### config.mk
export PLATFORM = sky130hd
export DESIGN_NAME = alarm_timekeeper
export DESIGN_NICKNAME = d
export VERILOG_FILES = /design/src/rtl/alarm_timekeeper.sv
export SDC_FILE = /design/constraint.sdc
export NUM_CORES = 1
export LEC_CHECK = 0
export ABC_AREA = 1
export BUFFER_PORTS_ARGS = -buffer_cell sky130_fd_sc_hd__buf_2
export CELL_PAD_IN_SITES_DETAIL_PLACEMENT = 0
export CELL_PAD_IN_SITES_GLOBAL_PLACEMENT = 1
export CORE_ASPECT_RATIO = 0.7
export CORE_UTILIZATION = 40
export CTS_BUF_LIST = sky130_fd_sc_hd__clkbuf_2 sky130_fd_sc_hd__clkbuf_4 sky130_fd_sc_hd__clkbuf_8
export DETAILED_ROUTE_END_ITERATION = 12
export GPL_ROUTABILITY_DRIVEN = 0
export GPL_TIMING_DRIVEN = 0
export PLACE_DENSITY_LB_ADDON = 0.1
export SYNTH_ARGS = -nofsm -noshare
export SYNTH_HDL_FRONTEND = slang
export SYNTH_SLANG_ARGS = --single-unit
export TNS_END_PERCENT = 100
### constraint.sdc
create_clock -name clk -period 1.7 [get_ports clk]
set_clock_uncertainty 0.2 [all_clocks]
set_input_delay 0.085 -clock clk [delete_from_list [all_inputs] [get_ports clk]]
set_output_delay 0.085 -clock clk [all_outputs]
set_load 0.005 [all_outputs]
### src/rtl/alarm_timekeeper.sv
// Time-of-day counter for the alarm: CLK_HZ prescaler to a 1 Hz tick, BCD hh:mm:ss, set mode.
// Optional feature: define TWELVE_HOUR_EN for a 12..11 hour sequence with a PM flag.
module alarm_timekeeper #(
  parameter int CLK_HZ = 10_000_000
) (
  input  logic       clk,
  input  logic       reset,
  input  logic       ena,
  input  logic       set_en,
  input  logic       hour_inc,
  input  logic       min_inc,
  output logic [7:0] hh,
  output logic [7:0] mm,
  output logic [7:0] ss,
  output logic       pm,
  output logic       sec_tick,
  output logic       min_tick
);

  localparam int PW = (CLK_HZ > 1) ? $clog2(CLK_HZ) : 1;
  localparam logic [PW-1:0] PRE_MAX = PW'(CLK_HZ - 1);

`ifdef TWELVE_HOUR_EN
  localparam logic [7:0] HOUR_RST  = 8'h12;
  localparam logic [7:0] HOUR_TOP  = 8'h12;
  localparam logic [7:0] HOUR_WRAP = 8'h01;
`else
  localparam logic [7:0] HOUR_RST  = 8'h00;
  localparam logic [7:0] HOUR_TOP  = 8'h23;
  localparam logic [7:0] HOUR_WRAP = 8'h00;
`endif

  logic [PW-1:0] pre_q, pre_d;
  logic [7:0]    hh_q, hh_d;
  logic [7:0]    mm_q, mm_d;
  logic [7:0]    ss_q, ss_d;
  logic          hour_step;

  // One BCD step with units carrying into tens; callers handle the wrap point.
  function automatic logic [7:0] bcd_step(input logic [7:0] v);
    if (v[3:0] == 4'd9) return {v[7:4] + 4'd1, 4'd0};
    else                return {v[7:4], v[3:0] + 4'd1};
  endfunction

  function automatic logic [7:0] inc60(input logic [7:0] v);
    if (v == 8'h59) return 8'h00;
    else            return bcd_step(v);
  endfunction

  function automatic logic [7:0] inc_hour(input logic [7:0] v);
    if (v == HOUR_TOP) return HOUR_WRAP;
    else               return bcd_step(v);
  endfunction

  assign sec_tick = ena & ~set_en & (pre_q == PRE_MAX);
  assign min_tick = sec_tick & (ss_q == 8'h59);

  always_comb begin
    pre_d     = pre_q;
    hh_d      = hh_q;
    mm_d      = mm_q;
    ss_d      = ss_q;
    hour_step = 1'b0;
    if (ena) begin
      if (set_en) begin
        pre_d = '0;
        ss_d  = 8'h00;
        if (min_inc) mm_d = inc60(mm_q);
        hour_step = hour_inc;
      end else begin
        pre_d = (pre_q == PRE_MAX) ? '0 : pre_q + 1'b1;
        if (sec_tick) begin
          ss_d = inc60(ss_q);
          if (ss_q == 8'h59) begin
            mm_d = inc60(mm_q);
            hour_step = (mm_q == 8'h59);
          end
        end
      end
    end
    if (hour_step) hh_d = inc_hour(hh_q);
  end

  always_ff @(posedge clk or negedge reset) begin
    if (!reset) begin
      pre_q <= '0;
      hh_q  <= HOUR_RST;
      mm_q  <= 8'h00;
      ss_q  <= 8'h00;
    end else begin
      pre_q <= pre_d;
      hh_q  <= hh_d;
      mm_q  <= mm_d;
      ss_q  <= ss_d;
    end
  end

`ifdef TWELVE_HOUR_EN
  logic pm_q, pm_d;

  // PM flips only on 11 -> 12, whether reached by rollover or by hour_inc.
  assign pm_d = pm_q ^ (hour_step & (hh_q == 8'h11));

  always_ff @(posedge clk or negedge reset) begin
    if (!reset) pm_q <= 1'b0;
    else        pm_q <= pm_d;
  end

  assign pm = pm_q;
`else
  assign pm = 1'b0;
`endif

  assign hh = hh_q;
  assign mm = mm_q;
  assign ss = ss_q;

endmodule

* Word level (Yosys, flattened, before mapping)
Index checks and enable logic that the tools add are counted.
Operators by class: $add $sub $neg 7, equal/unequal tests 8, muxes and demuxes 18, bitwise operators 4, reductions and logical operators 8
Operators by type and width (count):
- 8-bit 2-to-1 mux | 12
- 24-bit 2-to-1 mux | 2
- 24-bit by 1-bit adder with 24-bit output, second input constant | 1
- 4-bit by 1-bit adder with 4-bit output, second input constant | 6
- 24-bit equality test, second input constant | 1
- 8-bit by 7-bit equality test with 1-bit output, second input constant | 2
- 4-bit equality test, second input constant | 3
- 8-bit by 6-bit equality test with 1-bit output, second input constant | 1
- 2-bit nonzero test | 3
- 1-bit 2-to-1 mux | 4
- 2-bit AND reduction | 2
- 4-bit AND reduction | 1
- 1-bit bitwise AND | 3
- 3-bit AND reduction | 1
- 3-bit nonzero test | 1
- 2-bit by 1-bit inequality test with 1-bit output, second input constant | 1
- 1-bit inverter | 1
Word-level totals: register bits after elaboration 48, output and inout port bits 27, logic and storage cells 51

* Longest topological paths before layout
Gate-level depths: netlist of run 1.
depth after elaboration 7, depth in mapped cells 11, gate-level depth less buffers 11

* Worst setup path before layout of run 1
OpenSTA, ideal clock, no wires.
kind register to register, from reg pre_q[0], to reg mm_q[7], in the netlist mm[7], arrival time 1519 ps, setup slack -136 ps, stages on the path, launching flop included 9, buffers on the path 0, cells stage by stage dfrtp_1 > ha_1 > nand3_2 > nor2_4 > nand3_4 > a21oi_4 > nand3_1 > nand2_1 > nand2_1
Between the ends: cells in the longest elaborated chain, start to end 4
Ends and longest elaborated chain:
- start: declaration | RTL line 33 | logic [PW-1:0] pre_q, pre_d;
- start signal: assignment | RTL line 91 | pre_q <= pre_d;
- 24-bit equality test | RTL line 55 | assign sec_tick = ena & ~set_en & (pre_q == PRE_MAX);
- 1-bit bitwise AND | RTL line 55
- 2-bit nonzero test (no source line)
- 4-bit AND reduction (no source line)
- end signal: assignment | RTL line 93 | mm_q <= mm_d;
- end: declaration | RTL line 35 | logic [7:0] mm_q, mm_d;
No other way between the ends. A chain may end at the register's enable or synchronous reset.

* Worst setup path in the final report of run 1
from reg pre_q[1], to out sec_tick
Between the ends: cells in the longest elaborated chain, start to end 2
Ends and longest elaborated chain:
- 24-bit equality test | RTL line 55
- 1-bit bitwise AND | RTL line 55
- end: declaration | RTL line 16 | output logic sec_tick,
No other way between the ends.

==> results of run 1 <==
-- worst max-delay path: cells and delay by family, from the launching register on --
| family | cells | cell delay [ns] |
|---|---|---|
| buffers and inverters | 1 | 0.13 |
| AND/OR/NAND/NOR | 4 | 0.63 |
| flip-flops | 1 | 0.40 |
| adder cells (fa/ha/maj) | 1 | 0.17 |
-- cells in the final DEF (no fill, tap or decap), types with 15 or more instances in the layout --
cell type  instances
inv_1             39
dfrtp_1           35
nor2_1            15
nor2_2            17
buf_4             34
nand3_1           21
nand2_2           18
nand2_1           76
buf_2             31
nand4_1           20
o21ai_1           17
-- cells by family after synthesis --
kind of cell             share of synthesized area
adder cells (fa/ha/maj)                    0.05204
AO/OA/AOI/OAI                              0.07286
AND/OR/NAND/NOR                             0.3671
buffers and inverters                      0.07766
XOR/XNOR                                   0.04483
other                                     0.001200
flip-flops                                  0.3843
-- metal layers --
layer  vias to the layer above  track usage  routed length, um
li1                       1556            -                  -
met2                        82       0.3199               3891
met5                         -            0                  0
met3                         4      0.04819                667
met1                      1447       0.3528               4544
met4                         0      0.04932                 57
-- sequential cells by signal (all words and copies together), names as in the netlist --
name and count:
pre_q 24, hh 8, mm 8, ss 8
-- path summary, 6_finish.rpt --
path / endpoint / slack (ns) / cells past startpoint
max: sec_tick / -0.23 / 6
min: pre_q[18]$_DFFE_PN0P_ / 0.08 / 4
max reg2reg: mm[7]$_DFFE_PN0P_ / -0.22 / 8
min reg2reg: mm[7]$_DFFE_PN0P_ / 0.31 / 2
max in group asynchronous: pre_q[4]$_DFFE_PN0P_ / 0.61 / 2
min in group asynchronous: pre_q[15]$_DFFE_PN0P_ / 0.17 / 2
-- power breakdown --
| part | switching [mW] | internal [mW] | total (mW) |
|---|---|---|---|
| registers | 0.138 | 1.24 | 1.38 |
| logic | 0.396 | 0.402 | 0.798 |
| clock network | 0.402 | 0.297 | 0.698 |
-- timing repair --
| item | in CTS | in global routing |
|---|---|---|
| setup buffers | 32 | 13 |
| resized for setup | 64 | 98 |
| setup endpoints to repair | 49 | 88 |
| endpoints found under the hold margin | 59 | 0 |
| cloned | 1 | 1 |
| pin swaps | 21 | 30 |
| hold buffers | 4 | 0 |
-- area by class of cell --
cell class                      instances  share of cell area
Timing Repair Buffer                   81              0.1362
Inverter                               55             0.04868
Sequential cell                        48              0.2738
Multi-Input combinational cell        308              0.4851
Clock buffer                            6             0.01716
Clock inverter                          1            0.001125
Tap cell                               98             0.02757
Buffer                                  6             0.01041
-- metrics by stage --
stage	setup WS [ns]	setup TNS [ns]	utilization
floorplan	-0.05892	-0.5337	-
global placement	-0.3463	-9.726	0.4653
detailed placement	-0.3592	-10.67	0.4653
CTS	-0.2706	-6.095	0.5408
global route	-0.3702	-12.31	0.5995
finish	-0.2298	-7.265	0.5995
==> reports/qor.yml, run 1 <==
slew_headroom: 0.3967
worst_ep_arrival_time_ns: 1.64
vias: 3089
placed_cells: 546
synth_seq_area_share: 0.3843
fp-row-count: 26
ys_warn_count: 0
crit_type: "flop to output pin"
cts_root_buf: "clkbuf_8"
instances_no_fill: 603
netlist_area_um2: 3125
first_iter_violations: 194
numCtsBuffers: 5
status: "complete, but fails checks"
cp_slowest_cell: "dfrtp_1"
drt-total-wl_um: 9161
r2r-start: "pre_q[1]$_DFFE_PN0P_"
insertedDiodeCount: 0
hold_path.class: "primary input to flop"
io_pins: 33
viasPerCell: 5.123
yosys-top-cells-count: "97 x nand2_1, 51 x inv_1, 48 x dfrtp_1, 36 x nand3_1, 34 x nor2_1"
synth_top_area_frac: 0.3843
peakVddDrop_mv: 0.4293
cap_violations: 0
grt_pass1_vias: 2800
grt_pass1_wl_um: 14360
startpoint_type: "flop"
crit_path_max_incr_delay_ns: 0.40
fin_ws_ns: -0.2298
hold_ws_ns: 0.07670
synthTopCellsByArea: "dfrtp_1 38%, nand2_1 12%, inv_1 6.1%, nand3_1 5.8%, ha_1 5.2%"
synth_most_common_cell: "nand2_1"
p_leak_nw: 2.020
syn_nets: 436
min_period_over_period: 1.135
first_pass_iters: 4
crit_chain: "ha_4 > nand3_4 > nor4_4 > nand4_1 > nor2_1 > buf_2"
synth_edf_count: 0
cts_htree_levels: 2
netlist_instances: 417
crit_start: "pre_q[1]$_DFFE_PN0P_"
setup_viol_count_final: 47
violations: "setup timing"
wl_per_cell_um: 15.19
regArea_um2: 1217
synth_ff_type: "dfrtp_1"
ys_types: 35
finalCriticalPeriod_ns: 1.930
grt-ovfl-total: 0
cp-end-kind: "output pin"
clock_path_buffers: 2
die_w_um: 107.7
syn_area_per_cell_um2: 7.495
multiInputGateArea_um2: 2157
synthArstFlopShare: 1.000
fmax_ghz: 0.5182
place_hpwl_um: 5905
drive_above_1_share: 0.4317
drc: 0
ys_ff_latch: 48
numPortBuffers: 31
drv_slew: 0
required_ns: 1.41
grtUsageTotal: 0.2279
coreArea_um2: 7417
power.density_nw_per_um2: 647.6
p_total_mw: 2.880
syn2layout_area_growth_pct: 42.27
synth_area_leader_cell: "dfrtp_1"
grt_antenna_before_repair: 0
clk_pin_slew_ns: 0.08
rsz0062_at_grt: "true"
nets: 524
tightest_slew_ns: 0.9050
dieArea_um2: 8177
place_area_um2: 3451
fillers: 668
die_y_um: 75.96
cts_tree: "built"
clock_latency_ns: 0.32
cts_sinks: 48
start_util: 0.4214
hp-start: "set_en"
ant_nets: 0
finalHoldViolCount: 0
crit_fanout: 4
grt_start_max_net_pins: 49
postLayoutCellArea_um2: 4447
Power figures use the tool's default switching activity.
==> inputs of run 2 (changes only) <==
Settings changed: CORE_UTILIZATION 40 to 45, HOLD_SLACK_MARGIN set to 0.15.
Clock period 1.7 ns to 2.15 ns, I/O delays scaled along.
==> run 2 against run 1 <==
  * The run now ends clean
  * Worst setup slack improved by 0.36 ns
  * Final cell count is 6.8% lower
  * Non-clock buffer count decreased by 38
  * Clock power shrank 14%
  * Utilization fell by 5.1 points
  * Critical path depth is 3 higher
  * Wire length shrank 14%
  * Hold slack better by 0.27 ns
  * Sequential power shrank 20%
  * Design area shrank 17%
  * Die area fell by 11%
==> reports/qor.yml, run 2 (synthesis results as in run 1) <==
regArea_um2: 1205  # was 1217 um2
largest_reg_flops: 24  # unchanged
clock_latency_ns: 0.30  # was 0.32 ns
crit_path_max_incr_delay_ns: 0.41  # was 0.40 ns
cts_tree: "built"  # unchanged
dieArea_um2: 7288  # was 8177 um2
viasPerCell: 5.217  # was 5.123
peakVddDrop_mv: 0.3948  # was 0.4293 mV
fillers: 651  # was 668
first_iter_violations: 189  # was 194
status: "finished clean"  # was complete, but fails checks
multiInputGateArea_um2: 1770  # was 2157 um2
coreArea_um2: 6725  # was 7417 um2
clock_path_buffers: 2  # unchanged
ant_nets: 0  # unchanged
startpoint_type: "flop"  # unchanged
tns_ns: 0  # was -7.265 ns
top_register: "pre_q"  # unchanged
first_pass_iters: 5  # was 4
cts_htree_levels: 2  # unchanged
setup_viol_count_final: 0  # was 47
nets: 486  # was 524
numCtsBuffers: 5  # unchanged
finalCriticalPeriod_ns: 2.016
p_leak_nw: 1.748  # was 2.020 nW
grt_antenna_before_repair: 0  # unchanged
crit_chain: "ha_4 > nand3_4 > nor2_4 > nand3_4 > nand2_4 > inv_1 > buf_2 > nand2_1 > o22ai_1"  # was ha_4 > nand3_4 > nor4_4 > nand4_1 > nor2_1 > buf_2
crit_fanout: 10  # was 4
place_hpwl_um: 5756  # was 5905 um
drive_above_1_share: 0.1923  # was 0.4317
syn2layout_area_growth_pct: 18.09  # was 42.27%
crit_path_frequent_cell: "nand3_4"
die_w_um: 101.6  # was 107.7 um
fp-row-count: 25  # was 26
grt_pass1_wl_um: 12970  # was 14360 um
cts_sinks: 48  # unchanged
numPortBuffers: 31  # unchanged
fmax_ghz: 0.4959
io_pins: 33  # unchanged
grt_pass1_vias: 2468  # was 2800
fin_util: 0.5488  # was 0.5995
min_period_over_period: 0.9379
final_common_cell: "nand2_1"  # unchanged
hold_path.class: "flop to flop"  # was primary input to flop
insertedDiodeCount: 0  # unchanged
slew_headroom: 0.2474  # was 0.3967
crit_type: "flop to flop"  # was flop to output pin
die_y_um: 71.73  # was 75.96 um
finalHoldViolCount: 0  # unchanged
grt-ovfl-total: 0  # unchanged
grt_start_max_net_pins: 49  # unchanged
cp-end-kind: "flop"  # was output pin
worst_ep_arrival_time_ns: 1.98  # was 1.64 ns
cap_violations: 0  # unchanged
cts_root_buf: "clkbuf_8"  # unchanged
clk_pin_slew_ns: 0.09  # was 0.08 ns
cp_slowest_cell: "dfrtp_1"  # unchanged
start_util: 0.4647  # was 0.4214
tightest_slew_ns: 1.129  # was 0.9050 ns
wl_per_cell_um: 13.96  # was 15.19 um
grtUsageTotal: 0.2314  # was 0.2279
power.density_nw_per_um2: 587.5  # was 647.6 nW/um2
required_ns: 2.11  # was 1.41 ns
drt-total-wl_um: 7845  # was 9161 um
drv_slew: 0  # unchanged
drc: 0  # unchanged
mostFrequentLayoutCells: "97 x nand2_1, 51 x inv_1, 45 x dfrtp_1, 33 x nand3_1, 33 x buf_2"  # was 76 x nand2_1, 39 x inv_1, 35 x dfrtp_1, 34 x buf_4, 31 x buf_2
vias: 2932  # was 3089
==> run 2: cell types whose count changed in the layout (fill, tap and decap cells not counted), moves of 12 or more <==
| cell | change |
|---|---|
| nor2_1 | +17 |
| nor2_2 | -14 |
| o21ai_1 | -16 |
| nand2_1 | +21 |
| buf_6 | -12 |
| buf_4 | -26 |
| nand2_2 | -13 |
| o21ai_0 | +18 |
| nand3_1 | +12 |
| inv_1 | +12 |
==> run 2: layer usage <==
layer,share of wire,vias to the layer above,GRT usage
met5,0,-,0
met4,0.0060,0,0.04348
met3,0.058,5,0.03512
met2,0.41,83,0.3101
met1,0.53,1366,0.3828
li1,-,1478,-
==> run 2: timing repair <==
item	in CTS	in global routing
gates cloned	0	0
endpoints found under the hold margin	80	0
pin swaps	0	3
resized for setup	4	16
setup buffers	0	7
hold buffers	5	0
setup endpoints to repair	19	30
==> run 2: cell type report <==
cell class	count	share of cell area
Buffer	6	0.009831
Sequential cell	48	0.3264
Tap cell	94	0.03186
Timing Repair Buffer	43	0.06983
Multi-Input combinational cell	308	0.4797
Clock buffer	8	0.02644
Inverter	55	0.05593
==> run 2: power by group <==
group	internal [mW]	leakage (nW)	switching [mW]
Sequential	0.985	0.652	0.114
Clock	0.289	0.0523	0.311
Combinational	0.226	1.04	0.244
Total	1.50	1.75	0.669
==> run 2: path summary, 6_finish.rpt <==
kind	start	end	slack [ns]	cells after the start
worst max register to register	pre_q[1]$_DFFE_PN0P_	pre_q[22]$_DFFE_PN0P_	0.13	9
worst max-delay path	pre_q[1]$_DFFE_PN0P_	pre_q[22]$_DFFE_PN0P_	0.13	9
max in group asynchronous	reset	mm[1]$_DFFE_PN0P_	0.64	2
worst min register to register	mm[7]$_DFFE_PN0P_	mm[7]$_DFFE_PN0P_	0.34	2
worst min-delay path	mm[7]$_DFFE_PN0P_	mm[7]$_DFFE_PN0P_	0.34	2
min in group asynchronous	reset	hh[7]$_DFFE_PN0P_	0.35	2
==> run 2: metrics by stage <==
stage	hold WS, ns	instances	setup WS [ns]	total power, mW	area [um2]
2_1_floorplan	-0.3881	417	0.3143	1.369	3126
3_3_place_gp	0.1991	542	-0.05973	1.528	3398
3_5_place_dp	0.1969	542	-0.07081	1.536	3398
4_1_cts	0.3329	555	0.01063	2.146	3567
5_1_grt	0.3894	562	-0.01544	2.325	3691
6_report	0.3441	562	0.1336	2.168	3691
==> run 2: critical path: cells and delay by family (launching register included) <==
kind                       cells  cell delay (ns)
buffers and inverters          2             0.27
DFF                            1             0.41
adders and majority gates      1             0.19
and+or+nand+nor                5             0.71
AOI/OAI and AO/OA              1             0.08
==> inputs of run 3 (changes only) <==
Clock period 2.15 ns to 2.3 ns, I/O delays scaled along.
==> run 3 against run 2 <==
  * First-iteration DRC count rose by 1.1%
  * Die area did not move
  * Sequential power fell by 7%
  * Sequential share of layout area rose by 0.88 points
  * Combinational power fell by 13%
  * Critical endpoint is now min_tick
==> reports/qor.yml, run 3 (synthesis results as in run 1) <==
status: "finished clean"  # unchanged
first_iter_violations: 191  # was 189
io_pins: 33  # unchanged
grt_antenna_before_repair: 0  # unchanged
grt_pass1_wl_um: 12970  # unchanged
setup_viol_count_final: 0  # unchanged
crit_fanout: 5  # was 10
insertedDiodeCount: 0  # unchanged
die_w_um: 101.6  # unchanged
hold_path.class: "flop to flop"  # unchanged
seq_power_share: 0.513  # was 0.507
instances_no_fill: 555  # was 562
regArea_um2: 1201  # was 1205 um2
switching_share: 0.3056  # was 0.3084
finalCriticalPeriod_ns: 2.126
tns_ns: 0  # unchanged
cap_violations: 0  # unchanged
top_register: "pre_q"  # unchanged
grt_start_max_net_pins: 49  # unchanged
largest_reg_flops: 24  # unchanged
nets: 479  # was 486
cts_tree: "built"  # unchanged
min_period_over_period: 0.9241
tightest_slew_ns: 1.134  # was 1.129 ns
fmax_ghz: 0.4705
startpoint_type: "flop"  # unchanged
numCtsBuffers: 5  # unchanged
first_pass_iters: 4  # was 5
start_util: 0.4647  # unchanged
cts_sinks: 48  # unchanged
cts_root_buf: "clkbuf_8"  # unchanged
clock_latency_ns: 0.31  # was 0.30 ns
finalHoldViolCount: 0  # unchanged
drt-total-wl_um: 7815  # was 7845 um
numPortBuffers: 31  # unchanged
worst_ep_arrival_time_ns: 1.81  # was 1.98 ns
clk_pin_slew_ns: 0.09  # about the same
power.internal_mw: 1.385  # was 1.500 mW
syn2layout_area_growth_pct: 14.65  # was 18.09%
grt-ovfl-total: 0  # unchanged
fin_util: 0.5328  # was 0.5488
p_leak_nw: 1.714  # was 1.748 nW
vias: 2892  # was 2932
place_hpwl_um: 5756  # unchanged
grt_pass1_vias: 2468  # unchanged
final_common_cell: "nand2_1"  # unchanged
p_total_mw: 1.995  # was 2.168 mW
power.density_nw_per_um2: 556.7  # was 587.5 nW/um2
placed_cells: 542  # unchanged
wl_per_cell_um: 14.08  # was 13.96 um
pwr-share-comb: 0.205  # was 0.217
cts_htree_levels: 2  # unchanged
grtUsageTotal: 0.2314  # unchanged
clock_path_buffers: 2  # unchanged
crit_type: "flop to output pin"  # was flop to flop
cp-end-kind: "output pin"  # was flop
die_y_um: 71.73  # unchanged
dieArea_um2: 7288  # unchanged
switchingPower_mw: 0.6097  # was 0.6687 mW
mostFrequentLayoutCells: "97 x nand2_1, 51 x inv_1, 48 x dfrtp_1, 35 x nand3_1"  # was 97 x nand2_1, 51 x inv_1, 45 x dfrtp_1, 33 x nand3_1, 33 x buf_2
drive_above_1_share: 0.1627  # was 0.1923
clkPwrFrac: 0.282  # was 0.276
rsz0062_at_grt: "false"
coreArea_um2: 6725  # unchanged
multiInputGateArea_um2: 1719  # was 1770 um2
fillers: 662  # was 651
required_ns: 1.99  # was 2.11 ns
fp-row-count: 25  # unchanged
slew_headroom: 0.2439  # was 0.2474
peakVddDrop_mv: 0.3634  # was 0.3948 mV
viasPerCell: 5.211  # was 5.217
drv_slew: 0  # unchanged
ant_nets: 0  # unchanged
drc: 0  # unchanged
reg2reg_slack_ns: 0.18  # was 0.13 ns
run 3: changes by cell type in the layout (fill, tap and decap cells not counted), sizes merged:
cell / previous run / this run
buf: 42 / 35
run 3: through the flow:
step | setup WS (ns) | cell area (um2) | hold slack (ns)
global placement | 0.09027 | 3398 | 0.2066
floorplan | 0.4643 | 3126 | -0.3806
global route | 0.003441 | 3583 | 0.3658
CTS | 0.05334 | 3552 | 0.3297
detailed placement | 0.07919 | 3398 | 0.2044
finish | 0.1745 | 3583 | 0.3240
run 3: path summary, 6_finish.rpt:
path / startpoint / endpoint / depth (start not counted)
worst max-delay path: pre_q[0]$_DFFE_PN0P_ / min_tick / 6
worst min-delay path: pre_q[1]$_DFFE_PN0P_ / pre_q[1]$_DFFE_PN0P_ / 2
worst max register to register: ss[1]$_DFFE_PN0P_ / mm[7]$_DFFE_PN0P_ / 9
worst min register to register: pre_q[1]$_DFFE_PN0P_ / pre_q[1]$_DFFE_PN0P_ / 2
max in group asynchronous: reset / hh[4]$_DFFE_PN0P_ / 2
min in group asynchronous: reset / hh[7]$_DFFE_PN0P_ / 2
run 3: worst max-delay path, stage by stage (launching register included):
cell     delay, ns
dfrtp_1       0.40
ha_2          0.27
nand3_4       0.16
nor4_4        0.18
nand4_1       0.17
nor3_1        0.18
buf_2         0.15
run 3: layout make-up:
cell class              instances  share of cell area
clock buffers                   8             0.02723
flip-flops and latches         48              0.3352
multi-input cells             308              0.4797
plain buffers                   6             0.01013
repair buffers                 36             0.05726
well taps                      94             0.03282
inverters                      55             0.05761
run 3: layer usage:
metal,global-route usage,up-vias,wire length (um)
met5,0,-,0
met4,0.04348,0,60
met3,0.03512,7,539
met2,0.3101,89,3140
met1,0.3828,1332,4074
li1,-,1464,-
run 3: timing repair:
action                                  4_1_cts  5_1_grt
hold endpoints to repair                     74        0
gates resized for setup                       1        6
pin swaps                                     0        0
setup buffers                                 0        0
hold buffers                                  5        0
endpoints found under the setup margin        1       27
run 3: power groups by stage:
stage	registers, mW	logic (mW)	clock network (mW)
global placement	1.04	0.392	0
detailed placement	1.04	0.399	0
global route	1.05	0.486	0.609
finish	1.02	0.409	0.562
CTS	1.02	0.407	0.575
floorplan	1.03	0.250	0
